$ cat config.mk
export PLATFORM = sky130hd
export DESIGN_NAME = buf_alloc_ctrl_flat
export DESIGN_NICKNAME = d
export VERILOG_FILES = /design/src/rtl/buf_alloc_ctrl_if.sv /design/src/rtl/buf_alloc_ctrl.sv /design/src/flat_wrapper.sv
export SDC_FILE = /design/constraint.sdc
export NUM_CORES = 1
export LEC_CHECK = 0
export ABC_AREA = 1
export CORE_AREA = 5 5 104 106
export CTS_BUF_LIST = sky130_fd_sc_hd__clkbuf_16
export CTS_CLUSTER_SIZE = 16
export DETAILED_ROUTE_END_ITERATION = 7
export DIE_AREA = 0 0 109 111
export PLACE_DENSITY = 0.74
export SYNTH_ARGS = -nofsm -noshare
export SYNTH_HDL_FRONTEND = slang
export SYNTH_SLANG_ARGS = --single-unit
$ cat constraint.sdc
create_clock -name clk -period 1.71 [get_ports clk]
set_input_delay 0.513 -clock clk [delete_from_list [all_inputs] [get_ports clk]]
set_output_delay 0.513 -clock clk [all_outputs]
set_load 0.01 [all_outputs]
$ cat src/rtl/buf_alloc_ctrl_if.sv
// Request/response, LFU-selector and statistics signals of buf_alloc_ctrl.
// slave is the controller side, master is the client/selector side.
interface buf_alloc_ctrl_if #(
    parameter int TAG_W = 8,
    parameter int CNT_W = 16
);
    logic             req_vld;
    logic [TAG_W-1:0] req_tag;
    logic             req_rdy;
    logic             flush;
    logic             rsp_vld;
    logic             rsp_rdy;
    logic             rsp_hit;
    logic [1:0]       rsp_buf;
    logic             new_buf_req;
    logic [1:0]       ref_buf_numbr;
    logic [1:0]       buf_num_replc;
    logic [CNT_W-1:0] hit_cnt;
    logic [CNT_W-1:0] miss_cnt;

    modport slave (
        input  req_vld, req_tag, flush, rsp_rdy, buf_num_replc,
        output req_rdy, rsp_vld, rsp_hit, rsp_buf, new_buf_req,
               ref_buf_numbr, hit_cnt, miss_cnt
    );

    modport master (
        output req_vld, req_tag, flush, rsp_rdy, buf_num_replc,
        input  req_rdy, rsp_vld, rsp_hit, rsp_buf, new_buf_req,
               ref_buf_numbr, hit_cnt, miss_cnt
    );
endinterface

$ cat src/rtl/buf_alloc_ctrl.sv
// 4-entry tag directory resolving lookups to a buffer number; on a full miss
// the victim comes from the external LFU selector.
module buf_alloc_ctrl #(
    parameter int TAG_W = 8,
    parameter int CNT_W = 16
) (
    input logic             clk,
    input logic             rst_n,
    buf_alloc_ctrl_if.slave bus
);

    typedef enum logic [2:0] {IDLE, CMP, REPL, WAIT, RSP} state_t;

    state_t           state_q;
    logic [TAG_W-1:0] cap_tag_q;
    logic [TAG_W-1:0] tag_q [4];
    logic [3:0]       valid_q;
    logic             rsp_vld_q;
    logic             rsp_hit_q;
    logic [1:0]       rsp_buf_q;
    logic             new_buf_req_q;
    logic [1:0]       ref_q;
    logic [CNT_W-1:0] hit_cnt_q;
    logic [CNT_W-1:0] miss_cnt_q;
    logic [CNT_W-1:0] hit_cnt_d;
    logic [CNT_W-1:0] miss_cnt_d;

    logic       hit_any;
    logic [1:0] hit_idx;
    logic       free_any;
    logic [1:0] free_idx;

    // Lowest index wins for both matching and free-entry selection.
    always_comb begin
        hit_any  = 1'b0;
        hit_idx  = '0;
        free_any = 1'b0;
        free_idx = '0;
        for (int unsigned i = 0; i < 4; i++) begin
            if (valid_q[i] && (tag_q[i] == cap_tag_q) && !hit_any) begin
                hit_any = 1'b1;
                hit_idx = 2'(i);
            end
            if (!valid_q[i] && !free_any) begin
                free_any = 1'b1;
                free_idx = 2'(i);
            end
        end
    end

    always_comb begin
        hit_cnt_d  = (hit_cnt_q  == '1) ? hit_cnt_q  : hit_cnt_q  + 1'b1;
        miss_cnt_d = (miss_cnt_q == '1) ? miss_cnt_q : miss_cnt_q + 1'b1;
    end

    always_ff @(posedge clk or negedge rst_n) begin
        if (!rst_n) begin
            state_q       <= IDLE;
            cap_tag_q     <= '0;
            valid_q       <= '0;
            rsp_vld_q     <= 1'b0;
            rsp_hit_q     <= 1'b0;
            rsp_buf_q     <= '0;
            new_buf_req_q <= 1'b0;
            ref_q         <= '0;
            hit_cnt_q     <= '0;
            miss_cnt_q    <= '0;
            for (int unsigned i = 0; i < 4; i++) tag_q[i] <= '0;
        end else begin
            new_buf_req_q <= 1'b0;
            case (state_q)
                IDLE: begin
                    if (bus.flush) begin
                        valid_q <= '0;
                    end else if (bus.req_vld) begin
                        cap_tag_q <= bus.req_tag;
                        state_q   <= CMP;
                    end
                end
                CMP: begin
                    if (hit_any) begin
                        rsp_hit_q <= 1'b1;
                        rsp_buf_q <= hit_idx;
                        ref_q     <= hit_idx;
                        hit_cnt_q <= hit_cnt_d;
                        rsp_vld_q <= 1'b1;
                        state_q   <= RSP;
                    end else if (free_any) begin
                        valid_q[free_idx] <= 1'b1;
                        tag_q[free_idx]   <= cap_tag_q;
                        rsp_hit_q         <= 1'b0;
                        rsp_buf_q         <= free_idx;
                        ref_q             <= free_idx;
                        miss_cnt_q        <= miss_cnt_d;
                        rsp_vld_q         <= 1'b1;
                        state_q           <= RSP;
                    end else begin
                        // Raised on entry so it is high for the whole REPL cycle only.
                        miss_cnt_q    <= miss_cnt_d;
                        new_buf_req_q <= 1'b1;
                        state_q       <= REPL;
                    end
                end
                REPL: begin
                    state_q <= WAIT;
                end
                WAIT: begin
                    tag_q[bus.buf_num_replc] <= cap_tag_q;
                    rsp_hit_q <= 1'b0;
                    rsp_buf_q <= bus.buf_num_replc;
                    ref_q     <= bus.buf_num_replc;
                    rsp_vld_q <= 1'b1;
                    state_q   <= RSP;
                end
                RSP: begin
                    if (bus.rsp_rdy) begin
                        rsp_vld_q <= 1'b0;
                        state_q   <= IDLE;
                    end
                end
                default: state_q <= IDLE;
            endcase
        end
    end

    assign bus.req_rdy       = (state_q == IDLE) && !bus.flush;
    assign bus.rsp_vld       = rsp_vld_q;
    assign bus.rsp_hit       = rsp_hit_q;
    assign bus.rsp_buf       = rsp_buf_q;
    assign bus.new_buf_req   = new_buf_req_q;
    assign bus.ref_buf_numbr = ref_q;
    assign bus.hit_cnt       = hit_cnt_q;
    assign bus.miss_cnt      = miss_cnt_q;

endmodule

$ cat src/flat_wrapper.sv
// flat-port wrapper written by rule: the top's interface ports become plain ports
module buf_alloc_ctrl_flat 
#(
    parameter int TAG_W = 8,
    parameter int CNT_W = 16
)
  (clk, rst_n, bus_req_vld, bus_req_tag, bus_flush, bus_rsp_rdy, bus_buf_num_replc, bus_req_rdy, bus_rsp_vld, bus_rsp_hit, bus_rsp_buf, bus_new_buf_req, bus_ref_buf_numbr, bus_hit_cnt, bus_miss_cnt);
  buf_alloc_ctrl_if #(.TAG_W(TAG_W), .CNT_W(CNT_W)) bus_i ();
  input logic clk;
  input logic rst_n;
  input wire logic [$bits(bus_i.req_vld)-1:0] bus_req_vld;
  input wire logic [$bits(bus_i.req_tag)-1:0] bus_req_tag;
  input wire logic [$bits(bus_i.flush)-1:0] bus_flush;
  input wire logic [$bits(bus_i.rsp_rdy)-1:0] bus_rsp_rdy;
  input wire logic [$bits(bus_i.buf_num_replc)-1:0] bus_buf_num_replc;
  output wire logic [$bits(bus_i.req_rdy)-1:0] bus_req_rdy;
  output wire logic [$bits(bus_i.rsp_vld)-1:0] bus_rsp_vld;
  output wire logic [$bits(bus_i.rsp_hit)-1:0] bus_rsp_hit;
  output wire logic [$bits(bus_i.rsp_buf)-1:0] bus_rsp_buf;
  output wire logic [$bits(bus_i.new_buf_req)-1:0] bus_new_buf_req;
  output wire logic [$bits(bus_i.ref_buf_numbr)-1:0] bus_ref_buf_numbr;
  output wire logic [$bits(bus_i.hit_cnt)-1:0] bus_hit_cnt;
  output wire logic [$bits(bus_i.miss_cnt)-1:0] bus_miss_cnt;
  assign bus_i.req_vld = bus_req_vld;
  assign bus_i.req_tag = bus_req_tag;
  assign bus_i.flush = bus_flush;
  assign bus_i.rsp_rdy = bus_rsp_rdy;
  assign bus_i.buf_num_replc = bus_buf_num_replc;
  assign bus_req_rdy = bus_i.req_rdy;
  assign bus_rsp_vld = bus_i.rsp_vld;
  assign bus_rsp_hit = bus_i.rsp_hit;
  assign bus_rsp_buf = bus_i.rsp_buf;
  assign bus_new_buf_req = bus_i.new_buf_req;
  assign bus_ref_buf_numbr = bus_i.ref_buf_numbr;
  assign bus_hit_cnt = bus_i.hit_cnt;
  assign bus_miss_cnt = bus_i.miss_cnt;
  buf_alloc_ctrl #(.TAG_W(TAG_W), .CNT_W(CNT_W)) u_core (.clk(clk), .rst_n(rst_n), .bus(bus_i));
endmodule
Word-level counts from Yosys, hierarchy flattened
Index checks and enable logic that the tools add are counted.
{"block": "word_totals", "in_bits": 15, "out_inout_bits": 40, "regBits": 84}
{"block": "classes", "n_eq_ne": 17, "n_reduce_logical": 35, "magnitude_cmp": 6, "n_bitwise": 7, "addsub": 2, "mux": 48}
{"cell": "$bwmux W32", "n": 2}
{"cell": "$mux W32", "n": 2}
{"cell": "$pmux W32 S2", "n": 1}
{"cell": "$add A16 B1 Y16 const B", "n": 2}
{"cell": "$demux W8 S2", "n": 2}
{"cell": "$eq A16 B16 Y1 const B", "n": 2}
{"cell": "$eq A8 B8 Y1", "n": 4}
{"cell": "$mux W1", "n": 19}
{"cell": "$reduce_and A3 Y1", "n": 6}
{"cell": "$mux W8", "n": 2}
{"cell": "$mux W3", "n": 5}
{"cell": "$pmux W3 S5", "n": 1}
{"cell": "$logic_and A1 B1 Y1", "n": 14}
{"cell": "$mux W2", "n": 6}
{"cell": "$mux W4", "n": 3}
{"cell": "$ne A2 B2 Y1 const B", "n": 5}
{"cell": "$logic_not A1 Y1", "n": 9}
{"cell": "$pmux W4 S2", "n": 1}
{"cell": "$eq A3 B2 Y1 const B", "n": 2}
{"cell": "$ge A3 B3 Y1 const B", "n": 2}
{"cell": "$lt A3 B1 Y1 const B", "n": 2}
{"cell": "$not A2 Y3", "n": 2}
{"cell": "$not A1 Y1", "n": 4}
{"cell": "$or A4 B4 Y4", "n": 1}
{"cell": "15 further kinds", "n": 16}

Longest topological paths before layout
{"block": "depth", "word_depth": 18, "ltp_mapped": 15, "mapped_depth_nobuf": 13}

Least setup slack after synthesis
Ideal clock, no wire load.
{"block": "synth_timing", "path_kind": "reg2reg", "start": "reg u_core.hit_cnt_q[0] (netlist: u_core.bus.hit_cnt[0])", "end": "reg u_core.hit_cnt_q[4] (netlist: u_core.bus.hit_cnt[4])", "path_stages_with_launch": 12, "path_slack_ns": -0.189, "setup_time_ns": 0.116, "required_time_ns": 1.594, "arrival_time_ns": 1.783, "cell_sequence": "dfrtp_1 ha_1 nand2_1 nor2_1 nand3_1 nor3_1 a31oi_1 nand2_2 inv_2 buf_4 nand2_1 nand2_1"}
{"block": "synth_between", "elab_chain_len": 3}
{"item": "from (decl)", "line_no": "buf_alloc_ctrl.sv:23", "text": "logic [CNT_W-1:0] hit_cnt_q;"}
{"item": "from (signal assigned)", "line_no": "buf_alloc_ctrl.sv:85", "text": "hit_cnt_q <= hit_cnt_d;"}
{"item": "parallel branches: the longest is 3 deep, another holds $add A16 B1 Y16"}
Several ways; the timed one is not identified.
A chain may end at the register's enable or synchronous reset.

Final worst setup path
{"block": "layout_timing", "start": "reg u_core.cap_tag_q[3]", "end": "reg u_core.hit_cnt_q[0] (netlist: u_core.bus.hit_cnt[0])"}
{"block": "layout_between", "elab_chain_len": 13}
{"item": "from (decl)", "line_no": "buf_alloc_ctrl.sv:15", "text": "logic [TAG_W-1:0] cap_tag_q;"}
{"item": "from (signal assigned)", "line_no": "buf_alloc_ctrl.sv:76", "text": "cap_tag_q <= bus.req_tag;"}
{"item": "$eq A8 B8 Y1", "line_no": "buf_alloc_ctrl.sv:40", "text": "if (valid_q[i] && (tag_q[i] == cap_tag_q) && !hit_any) begin"}
{"item": "$logic_and A1 B1 Y1", "line_no": "buf_alloc_ctrl.sv:40"}
{"item": "$mux W1", "line_no": "buf_alloc_ctrl.sv:40"}
{"item": "$logic_not A1 Y1", "line_no": "buf_alloc_ctrl.sv:40"}
{"item": "$logic_and A1 B1 Y1", "line_no": "buf_alloc_ctrl.sv:40"}
{"item": "$mux W1", "line_no": "buf_alloc_ctrl.sv:40"}
{"item": "$logic_not A1 Y1", "line_no": "buf_alloc_ctrl.sv:40"}
{"item": "$logic_and A1 B1 Y1", "line_no": "buf_alloc_ctrl.sv:40"}
{"item": "$mux W1", "line_no": "buf_alloc_ctrl.sv:40"}
{"item": "$logic_not A1 Y1", "line_no": "buf_alloc_ctrl.sv:40"}
{"item": "$logic_and A1 B1 Y1", "line_no": "buf_alloc_ctrl.sv:40"}
{"item": "$mux W1 (*)", "line_no": "buf_alloc_ctrl.sv:40"}
{"item": "$reduce_and A3 Y1 (no source line) (*)"}
Mark *: on every way between the ends. The rest lies on a longest branch, timed or not.

==> results_tabular.tex <==
\begin{tabular}{lr}
\hline
Metric & Value \\
\hline
\multicolumn{2}{l}{\textbf{Status}} \\
Outcome & complete, but fails checks \\
Violations in the final reports & negative setup slack \\
\multicolumn{2}{l}{\textbf{Critical path}} \\
Worst reg2reg path depth & 12 \\
Kind of end point of the critical path & register \\
CP Data Required Time & 1930 ps \\
Biggest fanout along the worst timing path & 6 \\
Kind of critical path & register to register \\
Endpoint arrival time on the critical path & 2140 ps \\
Kind of start point of the critical path & register \\
\multicolumn{2}{l}{\textbf{Clocking}} \\
Clock-pin slew of the registers on the worst-case setup and hold paths & 60 ps \\
TritonCTS clock tree & yes \\
Cts bufs inserted & 9 \\
Hold\_buf cts & 0 \\
Clock sink total & 84 \\
Clock tree root driver cell & clkbuf\_16 \\
Worst skew pair latency & 340 ps \\
H-tree depth reported by CTS & 3 \\
Maximum buffer depth of the clock tree & 2 \\
\multicolumn{2}{l}{\textbf{Floorplan}} \\
Effective utilization at floorplan & 0.495 \\
Die outline height & 111 um \\
Placeable core region & 9680 sq um \\
Row count & 36 \\
Count of boundary I/O pins & 55 \\
Area of the die & 12,100 sq um \\
Horizontal die dimension & 109 um \\
\multicolumn{2}{l}{\textbf{Place}} \\
Weighted congestion at the end of routability-driven global placement & 0.892 \\
Placed Instance Area & 5910 sq um \\
Placed wire-length estimate & 8600 um \\
Port-buffer cells & 54 \\
\multicolumn{2}{l}{\textbf{Finish}} \\
Layout cell share with drive strength beyond 1 & 0.330 \\
Count of inserted antenna diode cells & 0 \\
Area delta synth->final & 45.7\% \\
Filler instances & 688 \\
Post-layout instance area & 6980 sq um \\
Register Area & 2110 sq um \\
Area of the multi-input gates & 2740 sq um \\
Final-stage net count & 775 \\
\multicolumn{2}{l}{\textbf{Global routing}} \\
Initial antenna violation count & 0 \\
First-pass GRT wire length & 21,200 um \\
Largest net degree at the start of global routing & 47 \\
Remaining global-route overflow & 0 \\
Total track usage & 0.219 \\
Via count of the first global-routing pass & 4,561 \\
\multicolumn{2}{l}{\textbf{Pwr}} \\
Internal Pwr Total & 0.00577 W \\
PwrDens & 1380 nW/um\^{}2 \\
Power spent charging and discharging nets & 0.00388 W \\
Cell leakage power & 3.51 nW \\
Largest vdd supply drop & 0.803 mV \\
Sequential cell fraction of total power & 0.308 \\
Fraction of power consumed by the clock network & 0.213 \\
Switch share & 0.402 \\
Power share of the combinational group & 0.480 \\
\multicolumn{2}{l}{\textbf{Synth}} \\
Cell count after synthesis & 627 \\
Synth cell types & 35 \\
Ys Warns & 0 \\
Post-synthesis register bit count & 84 \\
Synthesized area & 4790 sq um \\
Synthesized area per cell & 7.64 sq um \\
Seq/Total Area, Yosys & 0.439 \\
Post-synthesis net count & 644 \\
\multicolumn{2}{l}{\textbf{Routing}} \\
TritonRoute pass-1 iters & 5 \\
Number of DRC violations after detailed-routing iteration 0 & 262 \\
Vias per cell & 5.35 \\
Wire length per cell & 15.6 um \\
Detailed-route DRC error count & 0 \\
Routed wire length & 14,000 um \\
Remaining antenna violation count after routing & 0 \\
Routed via count & 4,795 \\
\multicolumn{2}{l}{\textbf{STA}} \\
Hold Vio Cnt, Final & 0 \\
Post-route clock period utilization & 1.12 \\
Transition time at the pin with the least slew margin & 513 ps \\
Hold slack & 13.6 ps \\
Slew Viols, Final & 0 \\
Clock Skew & 8.09 ps \\
Achievable frequency & 520 MHz \\
RSZ-0062 raised after global routing & yes \\
Setup violation total in the final timing report & 68 \\
Worst rel slew slack & 0.655 \\
Final critical path time including I/O delays and setup & 1920 ps \\
Worst Slack Setup Final & -213 ps \\
\multicolumn{2}{l}{\textbf{Min path}} \\
Worst min-delay path class & primary input to asynchronous set/reset pin \\
\multicolumn{2}{l}{\textbf{Job}} \\
Count of max-cap constraint violations & 0 \\
\hline
\end{tabular}
-- sequential cells by signal, indices dropped and copies added, names as in the netlist --
| register | count |
|---|---|
| u_core.bus.hit_cnt | 16 |
| u_core.bus.miss_cnt | 16 |
| u_core.bus.new_buf_req | 1 |
| u_core.bus.rsp_buf | 2 |
| u_core.bus.rsp_hit | 1 |
| u_core.bus.rsp_vld | 1 |
| u_core.cap_tag_q | 8 |
| u_core.state_q | 3 |
| u_core.tag_q | 32 |
| u_core.valid_q | 4 |
-- worst max-delay path, cell delays in order (launching register included) --
cell	delay, ps
dfrtp_1	400
buf_4	160
nand2_1	60
nand2_1	80
nor2_2	100
nand3_2	120
nor2_4	140
nor2_4	70
nand2_4	130
buf_12	130
nand2_8	80
buf_8	180
xnor2_1	130
-- per-layer routing --
metal / wire, um / up-vias / GRT usage
li1: - / 2277 / -
met1: 5630 / 2298 / 0.272
met2: 7160 / 173 / 0.367
met3: 710 / 47 / 0.0297
met4: 493 / 0 / 0.113
met5: 0 / - / 0
-- cell type report --
type                    count  share of cell area
repair buffers            138               0.187
inverters                  73              0.0447
repair inverters            3             0.00520
flip-flops and latches     84               0.303
well taps                 133              0.0239
clock inverters             7              0.0118
multi-input cells         449               0.393
clock buffers               9              0.0323
-- final timing paths --
check / startpoint / to / slack (ps)
setup / recovery: u_core.cap_tag_q[3] / u_core.bus.hit_cnt[0] / -210
setup reg to reg: u_core.cap_tag_q[3] / u_core.bus.hit_cnt[0] / -210
hold / removal: rst_n / u_core.bus.miss_cnt[11] / 10
hold reg to reg: u_core.tag_q[3] / u_core.tag_q[3] / 470
min in group clk: u_core.tag_q[3] / u_core.tag_q[3] / 470
max in group asynchronous: rst_n / u_core.cap_tag_q[0] / 1180
-- what timing repair did --
| action | 4_1_cts | 5_1_grt |
|---|---|---|
| pin swaps | 8 | 31 |
| gates resized for setup | 100 | 113 |
| cloned | 3 | 3 |
| setup endpoints to repair | 113 | 77 |
| setup buffers | 11 | 9 |
-- cells in the mapped netlist --
master    count  area share
nand2_2       4      0.0052
inv_4         1      0.0013
nor2_1       54       0.042
nor3_1       12       0.013
nand4_2       1      0.0026
mux2_2        1      0.0024
inv_2        13       0.010
a31oi_1       1      0.0013
or2_0         1      0.0013
o21ai_1      16       0.017
xor2_1       21       0.038
buf_4         5      0.0078
o21ai_2       9       0.016
o21ai_0      15       0.016
nand2_4       1      0.0024
buf_6         1      0.0024
nor4_1        5      0.0065
inv_1        59       0.046
nor3_4        1      0.0034
ha_1          2      0.0052
nand4_1      38       0.050
a21oi_1      13       0.014
xnor2_1      14       0.026
nor2_2        3      0.0039
dfrtp_1      84        0.44
clkbuf_1      4      0.0031
a31o_1        1      0.0018
nand3_1      23       0.024
nor2_4        1      0.0024
nor2_8        2      0.0084
nand2_1     206        0.16
clkbuf_2      1      0.0010
nand4_4       3       0.013
buf_2        10       0.010
nor3_2        1      0.0021
-- per-stage QoR --
step	TNS, ps	instances	utilization	total power [W]	worst slack, ps
floorplan	0	627	-	0.00509	8.55
global placement	-7760	856	0.611	0.00652	-430
detailed placement	-10420	856	0.611	0.00665	-438
CTS	-6340	886	0.670	0.00897	-148
global route	-15550	896	0.720	0.0102	-280
finish	-9420	896	0.720	0.00965	-213
-- power by group through the flow --
stage | clock [W] | sequential (W) | combinational, W
finish | 0.00205 | 0.00297 | 0.00463
global route | 0.00216 | 0.00303 | 0.00500
CTS | 0.00208 | 0.00290 | 0.00399
detailed placement | 0 | 0.00292 | 0.00374
global placement | 0 | 0.00288 | 0.00364
floorplan | 0 | 0.00288 | 0.00221
-- layout by cell type (no fill, tap or decap), types with 3 or more instances in the layout --
cell	instances
nor3_4	3
clkbuf_16	11
nand2_1	148
nand4_4	4
clkinv_1	3
buf_4	65
a21oi_1	12
inv_4	3
nand3_1	16
nand4_1	38
xnor2_1	12
nor2_1	39
nor4_1	3
inv_2	14
dlygate4sd2_1	38
o21ai_2	17
nand3_2	7
buf_12	7
o21ai_0	8
nor2_2	11
xor2_1	21
nor2_4	8
clkdlybuf4s50_1	13
dfrtp_1	77
o21ai_1	15
inv_1	54
buf_6	8
nor3_1	10
nand2_4	17
dfrtp_2	7
nand2_2	45
-- cell families after synthesis --
kind of cell / count (synthesis) / synth area share
AOI/OAI and AO/OA: 55 / 0.0656
and+or+nand+nor: 356 / 0.341
buffers and inverters: 94 / 0.0825
muxes: 1 / 0.00235
adders and majority gates: 2 / 0.00522
xor gates and xnor gates: 35 / 0.0640
DFF: 84 / 0.439
No activity file was read; power rests on OpenSTA's default activity.
